File: config.mk
export PLATFORM = sky130hd
export DESIGN_NAME = mem_access_unit
export DESIGN_NICKNAME = d
export VERILOG_FILES = /design/src/rtl/mau_pkg.sv /design/src/rtl/mau_byte_lane.sv /design/src/rtl/mem_access_unit.sv
export SDC_FILE = /design/constraint.sdc
export NUM_CORES = 1
export LEC_CHECK = 0
export CORE_ASPECT_RATIO = 1.4
export CORE_MARGIN = 3
export CORE_UTILIZATION = 63
export DETAILED_ROUTE_END_ITERATION = 16
export DONT_BUFFER_PORTS = 1
export PLACE_DENSITY = 0.88
export SLEW_MARGIN = 20
export SYNTH_ARGS = -nofsm -noshare
export SYNTH_HDL_FRONTEND = slang
export SYNTH_SLANG_ARGS = --single-unit
File: constraint.sdc
create_clock -name clk -period 1.8 [get_ports clk]
set_input_delay 0.09 -clock clk [delete_from_list [all_inputs] [get_ports clk]]
set_output_delay 0.09 -clock clk [all_outputs]
set_load 0.02 [all_outputs]
File: src/rtl/mau_pkg.sv
// Shared types and constants for the memory access unit.
package mau_pkg;

    localparam int AW = 16;
    localparam int DW = 16;

    localparam logic LANE_LO = 1'b0;
    localparam logic LANE_HI = 1'b1;

    typedef enum logic [1:0] {
        IDLE = 2'd0,
        RD   = 2'd1,
        WR   = 2'd2,
        RSP  = 2'd3
    } mau_state_e;

endpackage

File: src/rtl/mau_byte_lane.sv
// Little-endian byte extract (sign/zero extend) and byte merge.
module mau_byte_lane
    import mau_pkg::*;
(
    input  logic [15:0] word_i,
    input  logic [7:0]  byte_i,
    input  logic        sel_i,
    input  logic        sext_i,
    output logic [15:0] ext_o,
    output logic [15:0] merge_o
);

    logic [7:0] lane;

    always_comb begin
        lane = (sel_i == LANE_HI) ? word_i[15:8] : word_i[7:0];
        ext_o = {{8{sext_i & lane[7]}}, lane};
    end

    always_comb begin
        merge_o = word_i;
        if (sel_i == LANE_LO) begin
            merge_o[7:0] = byte_i;
        end else begin
            merge_o[15:8] = byte_i;
        end
    end

endmodule

File: src/rtl/mem_access_unit.sv
// Load/store unit with registered memory outputs and read-modify-write byte stores.
// Optional word alignment checking is enabled with MAU_ALIGN_CHECK_EN.
module mem_access_unit #(
    parameter int AW = 16,
    parameter int DW = 16
) (
    input  logic          clk,
    input  logic          rst_n,
    input  logic          req_valid,
    output logic          req_ready,
    input  logic          req_we,
    input  logic          req_byte,
    input  logic          req_sext,
    input  logic [AW-1:0] req_addr,
    input  logic [DW-1:0] req_wdata,
    output logic          mem_we,
    output logic [AW-1:0] mem_a,
    output logic [DW-1:0] mem_wd,
    input  logic [DW-1:0] mem_rd,
    output logic          rsp_valid,
    input  logic          rsp_ready,
    output logic [DW-1:0] rsp_data,
    output logic          rsp_err
);

    import mau_pkg::*;

    mau_state_e    state_q, state_d;
    logic          mem_we_q, mem_we_d;
    logic [AW-1:0] mem_a_q, mem_a_d;
    logic [DW-1:0] mem_wd_q, mem_wd_d;
    logic [DW-1:0] rsp_data_q, rsp_data_d;
    logic          we_q, we_d;
    logic          byte_q, byte_d;
    logic          sext_q, sext_d;
    logic [7:0]    wbyte_q, wbyte_d;
    logic          err_q, err_d;
    logic          misaligned;
    logic [DW-1:0] lane_ext;
    logic [DW-1:0] lane_merge;

    mau_byte_lane u_lane (
        .word_i  (mem_rd),
        .byte_i  (wbyte_q),
        .sel_i   (mem_a_q[0]),
        .sext_i  (sext_q),
        .ext_o   (lane_ext),
        .merge_o (lane_merge)
    );

`ifdef MAU_ALIGN_CHECK_EN
    assign misaligned = !req_byte && req_addr[0];
`else
    assign misaligned = 1'b0;
`endif

    always_comb begin
        state_d    = state_q;
        mem_we_d   = 1'b0;
        mem_a_d    = mem_a_q;
        mem_wd_d   = mem_wd_q;
        rsp_data_d = rsp_data_q;
        we_d       = we_q;
        byte_d     = byte_q;
        sext_d     = sext_q;
        wbyte_d    = wbyte_q;
        err_d      = err_q;
        case (state_q)
            IDLE: begin
                if (req_valid) begin
                    we_d       = req_we;
                    byte_d     = req_byte;
                    sext_d     = req_sext;
                    wbyte_d    = req_wdata[7:0];
                    rsp_data_d = '0;
                    err_d      = 1'b0;
                    if (misaligned) begin
                        err_d   = 1'b1;
                        state_d = RSP;
                    end else if (req_we && !req_byte) begin
                        mem_a_d  = req_addr;
                        mem_wd_d = req_wdata;
                        mem_we_d = 1'b1;
                        state_d  = WR;
                    end else begin
                        mem_a_d = req_addr;
                        state_d = RD;
                    end
                end
            end
            RD: begin
                if (we_q) begin
                    mem_wd_d = lane_merge;
                    mem_we_d = 1'b1;
                    state_d  = WR;
                end else begin
                    rsp_data_d = byte_q ? lane_ext : mem_rd;
                    state_d    = RSP;
                end
            end
            WR: begin
                state_d = RSP;
            end
            RSP: begin
                if (rsp_ready) begin
                    err_d   = 1'b0;
                    state_d = IDLE;
                end
            end
            default: state_d = IDLE;
        endcase
    end

    always_ff @(posedge clk or negedge rst_n) begin
        if (!rst_n) begin
            state_q    <= IDLE;
            mem_we_q   <= 1'b0;
            mem_a_q    <= '0;
            mem_wd_q   <= '0;
            rsp_data_q <= '0;
            we_q       <= 1'b0;
            byte_q     <= 1'b0;
            sext_q     <= 1'b0;
            wbyte_q    <= '0;
            err_q      <= 1'b0;
        end else begin
            state_q    <= state_d;
            mem_we_q   <= mem_we_d;
            mem_a_q    <= mem_a_d;
            mem_wd_q   <= mem_wd_d;
            rsp_data_q <= rsp_data_d;
            we_q       <= we_d;
            byte_q     <= byte_d;
            sext_q     <= sext_d;
            wbyte_q    <= wbyte_d;
            err_q      <= err_d;
        end
    end

    assign req_ready = rst_n && (state_q == IDLE);
    assign rsp_valid = (state_q == RSP);
    assign rsp_data  = rsp_data_q;
    assign mem_we    = mem_we_q;
    assign mem_a     = mem_a_q;
    assign mem_wd    = mem_wd_q;

`ifdef MAU_ALIGN_CHECK_EN
    assign rsp_err = err_q;
`else
    assign rsp_err = 1'b0;
    logic unused_err;
    assign unused_err = err_q;
`endif

endmodule

### Yosys cells after proc, flatten, opt, wreduce, memory -nomap -nowiden

Index checks and enable logic that the tools add are counted.

| word-level totals | value |
|---|---|
| input port bits | 55 |
| register bits after elaboration | 62 |
| logic and storage cells | 47 |

| operators by class | value |
|---|---|
| muxes and demuxes | 20 |
| bitwise logic cells | 1 |
| reductions and logical operators | 9 |
| eq/ne operators | 8 |

Operator list:

| operator | number |
|---|---|
| 16-bit two-way mux | 6 |
| 16-bit case mux with 2 select lines | 2 |
| 8-bit two-way mux | 3 |
| 2-bit inequality test (second input constant) | 4 |
| 2-bit case mux with 4 select lines | 1 |
| 2-bit two-way mux | 3 |
| 2-bit equality test (second input constant) | 2 |
| 1-bit two-way mux | 4 |
| 2-bit AND reduction | 2 |
| 4-bit AND reduction | 1 |
| 3-bit AND reduction | 1 |
| 2-bit by 1-bit equality test with 1-bit output (second input constant) | 1 |
| 1-bit logical AND | 2 |
| 2-bit zero test | 1 |
| 2-bit by 1-bit inequality test with 1-bit output (second input constant) | 1 |
| 1-bit case mux with 2 select lines | 1 |
| 2-bit nonzero test | 1 |
| 1-bit bitwise AND | 1 |
| 1-bit zero test | 1 |

### Logic depth before layout (Yosys ltp)

| logic depth | value |
|---|---|
| depth after elaboration | 5 |
| mapped depth | 8 |

### Hierarchy

Synthesis repeated with hierarchy kept, for this count alone.

| unflattened totals | value |
|---|---|
| cells, all modules | 281 |
| area, all modules | 3,228.1 µm² |

By module, submodules not included:

| module | sequential area each (µm²) | cells each | instances | area an instance (µm²) |
|---|---|---|---|---|
| mem_access_unit | 1,551.5 | 246 | 1 | 2,855.2 |
| mau_byte_lane | 0.0 | 35 | 1 | 372.9 |

### Worst setup path before layout

No wires, ideal clock.

| timing path | value |
|---|---|
| kind | reg-to-reg |
| from | reg state_q[0] |
| to | reg rsp_data_q[7] (netlist: rsp_data[7]) |
| slack | 0.256 ns |
| buffers on the path | 1 |
| data arrival time | 1.423 ns |
| period minus slack after synthesis | 1.544 ns |
| cell stages (with the launch flop) | 7 |
| setup time | 0.121 ns |
| cell sequence | dfrtp_1 -> inv_1 -> ha_1 -> o211ai_2 -> buf_6 -> a21oi_2 -> a22o_1 |

| on the way | value |
|---|---|
| cells in the longest elaborated chain, start to end | 3 |
| elaborated cells on any way between the ends | 7 |
| those cells by class | 3 x eq/ne; 1 x mux; 3 x reduce/logical |

RTL lines:

| what | RTL line | RTL |
|---|---|---|
| start: declaration | mem_access_unit.sv:28 | `mau_state_e state_q, state_d;` |
| start signal: assignment | mem_access_unit.sv:127 | `state_q <= state_d;` |
| 2-bit by 1-bit equality test with 1-bit output or 2-bit zero test (tied branches) | mem_access_unit.sv:68 | `case (state_q)` |
| 2-bit inequality test (no line) or 2-bit nonzero test (tied branches) | n/a |  |
| 3-bit AND reduction (no line) | n/a |  |
| end signal: assignment | mem_access_unit.sv:131 | `rsp_data_q <= rsp_data_d;` |
| end: declaration | mem_access_unit.sv:32 | `logic [DW-1:0] rsp_data_q, rsp_data_d;` |

Parallel ways exist; a longest one is shown, timed or not.
A chain may end at the register's enable or synchronous reset.

### Worst setup path after layout

| timing path | value |
|---|---|
| from | reg state_q[1] |
| to | reg mem_wd_q[13] (netlist: mem_wd[13]) |

| on the way | value |
|---|---|
| cells in the longest elaborated chain, start to end | 3 |
| elaborated cells on any way between the ends | 8 |
| those cells by class | 4 x eq/ne; 1 x mux; 3 x reduce/logical |

RTL lines:

| what | RTL line | RTL |
|---|---|---|
| 2-bit by 1-bit equality test with 1-bit output or 2-bit zero test (tied branches) | mem_access_unit.sv:68 |  |
| 2-bit inequality test (no line) or 2-bit nonzero test (tied branches) | n/a |  |
| 4-bit AND reduction (no line) | n/a |  |
| end signal: assignment | mem_access_unit.sv:130 | `mem_wd_q <= mem_wd_d;` |
| end: declaration | mem_access_unit.sv:31 | `logic [DW-1:0] mem_wd_q, mem_wd_d;` |

Parallel ways exist; a longest one is shown, timed or not.

==> out/metrics.csv <==
metric;value;unit
start_util;67.0;%
dp_hpwl;4780;µm
cts_max_level;3;
syn_area_per_cell;11.2;µm²
synthCells;279;
root_buffer;clkbuf_8;
fin_crit_sh;90.2;%
clock_skew;0.00885;ns
synth_xor_area_share;0;%
die_h;89.2;µm
cts_sinks;62;
powerDensity;2050;nW/µm²
worstPathRequired;2.06;ns
worst-path-buf-inv;2;
synth_fa_ha_area_share;2.01;%
setup_tns;0;ns
slowest_stage;dfrtp_1;
yosysTopAreaCellShare;49.8;%
drc;0;
grt_first_pass_wirelength;12400;µm
wl;7850;µm
pin_count;107;
drv_cap;0;
hold_class;primary input to flop;
seqPwrFrac;40.0;%
synthMostInstantiatedCell;dfrtp_1;
peakVddDrop;1500;µV
syn_to_final_growth;22.5;%
yosys.area_share.simple;8.84;%
syn_area;3110;µm²
num_vias;2332;
fp.dieW;65.4;µm
post-route-util;82.1;%
synth-compound-area-share;16.0;%
ys_top_cells_by_count;dfrtp_1, nand2_1, o21ai_0;
synth-edff-count;0;
holdWs;0.00779;ns
antenna_found_initial;0;
min_period;1.62;ns
gr-usage-all-layers;28.8;%
fp.dieArea;5830;µm²
yosysTopAreaCell;dfrtp_1;
cts.clk_slew.worst_paths;0.07;ns
p_comb_share;43.0;%
n_fill_cell;265;
grt_max_degree;63;
synthDistinctLibCells;30;
synth-seq-area-share;49.8;%
synth_area_leaders;dfrtp_1, mux2_4, nand2_1;
synthMuxAreaShare;18.2;%
final-hold-violation-count;0;
cp-end-kind;flop;
postRouteAntennaNets;0;
ys_warn_count;0;
port_buffers;0;
gr-total-overflow;0;
drive_above_1_share;22.3;%
status;complete, no violations;
finalMaxSlewViolations;0;
num_rows;29;
crit_type;flop to flop;
clkLatencyLatePin;0.33;ns
p_clk_share;16.9;%
cpLargestDelayFamily;flip-flops;
cp-start-kind;flop;
layout.nets;378;
cts_tree;yes;
setup_viol;0;
path_max_fanout;32;
diodes;0;
p_int;4.43;mW
multiInputGateArea;1430;µm²
coreArea;4640;µm²
slowest_delay;0.42;ns
async_flop_share;100;%
netSwitchingPower;3.41;mW
synth_top_family_by_area;multiplexers;
syn_nets;339;
rsz0062_at_grt;no;
path_cells;inv_2, ha_1, mux2i_1, a21o_1, buf_12, nand2_1, o21ai_2;
clock_path_buffers;2;
seq_area;1550;µm²
dp_cells;328;
numCtsBuffers;9;
stdcell_area;3810;µm²
avgRoutedWirePerCell;20.4;µm
place_congestion;0.728;
ys_ff_latch;62;
drt_iter0_drc;233;
slew_headroom;66.4;%
crit_arrival;1.88;ns
dpl_cell_area;3140;µm²
switching_share;43.5;%
firstDrtPassIters;4;
grt_pass1_vias;2469;
max_freq;616;MHz
viasPerCell;6.06;
post-cts-setup-buffers;0;
final-instance-count-excl-fill;385;
ys.flop_type;dfrtp_1;
p_leak;1.78;nW
worstMarginPinSlew;0.504;ns
power groups by stage:
stage	Clock, mW	Combinational, mW	Sequential [mW]
5_1_grt	1.40	3.70	3.22
3_5_place_dp	0	3.09	3.13
2_1_floorplan	0	2.71	2.94
3_3_place_gp	0	2.95	3.11
6_report	1.33	3.37	3.14
4_1_cts	1.34	3.22	3.12
layout make-up:
class                   count  share of cell area, %
flip-flops and latches     62                   40.7
repair buffers             47                   13.6
multi-input cells         192                   37.4
inverters                   6                  0.591
clock inverters             4                   1.84
well taps                  62                   2.03
clock buffers              12                   3.81
cell usage in the layout (no fill, tap or decap), types with 2 or more instances in the layout:
cell | Yosys | final
a21o_1 | 2 | 2
a21oi_1 | 6 | 6
a21oi_2 | 4 | 4
a22o_1 | 8 | 8
buf_12 | 0 | 3
buf_4 | 6 | 2
bufinv_16 | 0 | 2
clkbuf_1 | 4 | 2
clkbuf_8 | 0 | 10
clkinv_2 | 0 | 2
dfrtp_1 | 62 | 62
dlygate4sd3_1 | 0 | 40
ha_1 | 5 | 3
inv_1 | 6 | 5
mux2_2 | 8 | 8
mux2_4 | 19 | 19
mux2i_1 | 19 | 19
nand2_1 | 52 | 52
nand3_1 | 8 | 8
o21ai_0 | 35 | 35
o21ai_1 | 2 | 2
o21ai_2 | 14 | 14
metrics by stage:
stage               setup slack (ns)  power [mW]
floorplan                      0.256        5.65
global placement               0.124        6.06
detailed placement            0.0428        6.22
CTS                          0.00933        7.69
global route                  0.0697        8.32
finish                         0.177        7.83
cells by family after synthesis:
logic type / Yosys count
AO/OA/AOI/OAI: 75
AND/OR/NAND/NOR: 65
flip-flops: 62
multiplexers: 46
buffers and inverters: 25
adder cells (fa/ha/maj): 5
other: 1
sequential cells by signal, summed over array words and instances, names as in the netlist:
register / cells
mem_a: 16
we_q: 1
mem_we: 1
byte_q: 1
wbyte_q: 8
rsp_data: 16
mem_wd: 16
sext_q: 1
state_q: 2
worst paths after layout:
| path | from | end | cells past startpoint | slack (ns) |
|---|---|---|---|---|
| max | state_q[1]$_DFFE_PN0P_ | mem_wd[13]$_DFFE_PN0P_ | 7 | 0.18 |
| max reg2reg | state_q[1]$_DFFE_PN0P_ | mem_wd[13]$_DFFE_PN0P_ | 7 | 0.18 |
| min reg2reg | sext_q$_DFFE_PN0P_ | sext_q$_DFFE_PN0P_ | 1 | 0.53 |
| min | req_wdata[12] | mem_wd[12]$_DFFE_PN0P_ | 2 | 0.008 |
| max in group asynchronous | rst_n | rsp_data[11]$_DFFE_PN0P_ | 2 | 1.23 |
| min in group asynchronous | rst_n | mem_wd[10]$_DFFE_PN0P_ | 2 | 0.31 |
layer usage:
metal  vias to the layer above  GRT usage [%]  wire [µm]
li1                       1053              -          -
met1                      1132           32.1       2750
met2                       125           49.4       4120
met3                        22           10.2        720
met4                         0           13.2        263
met5                         -              0          0
timing repair:
action | 4_1_cts | 5_1_grt
endpoints found under the setup margin | 0 | 61
gates resized for setup | 0 | 8
hold buffers | 41 | 0
hold endpoints to repair | 109 | 0
No activity file was read; power rests on OpenSTA's default activity.
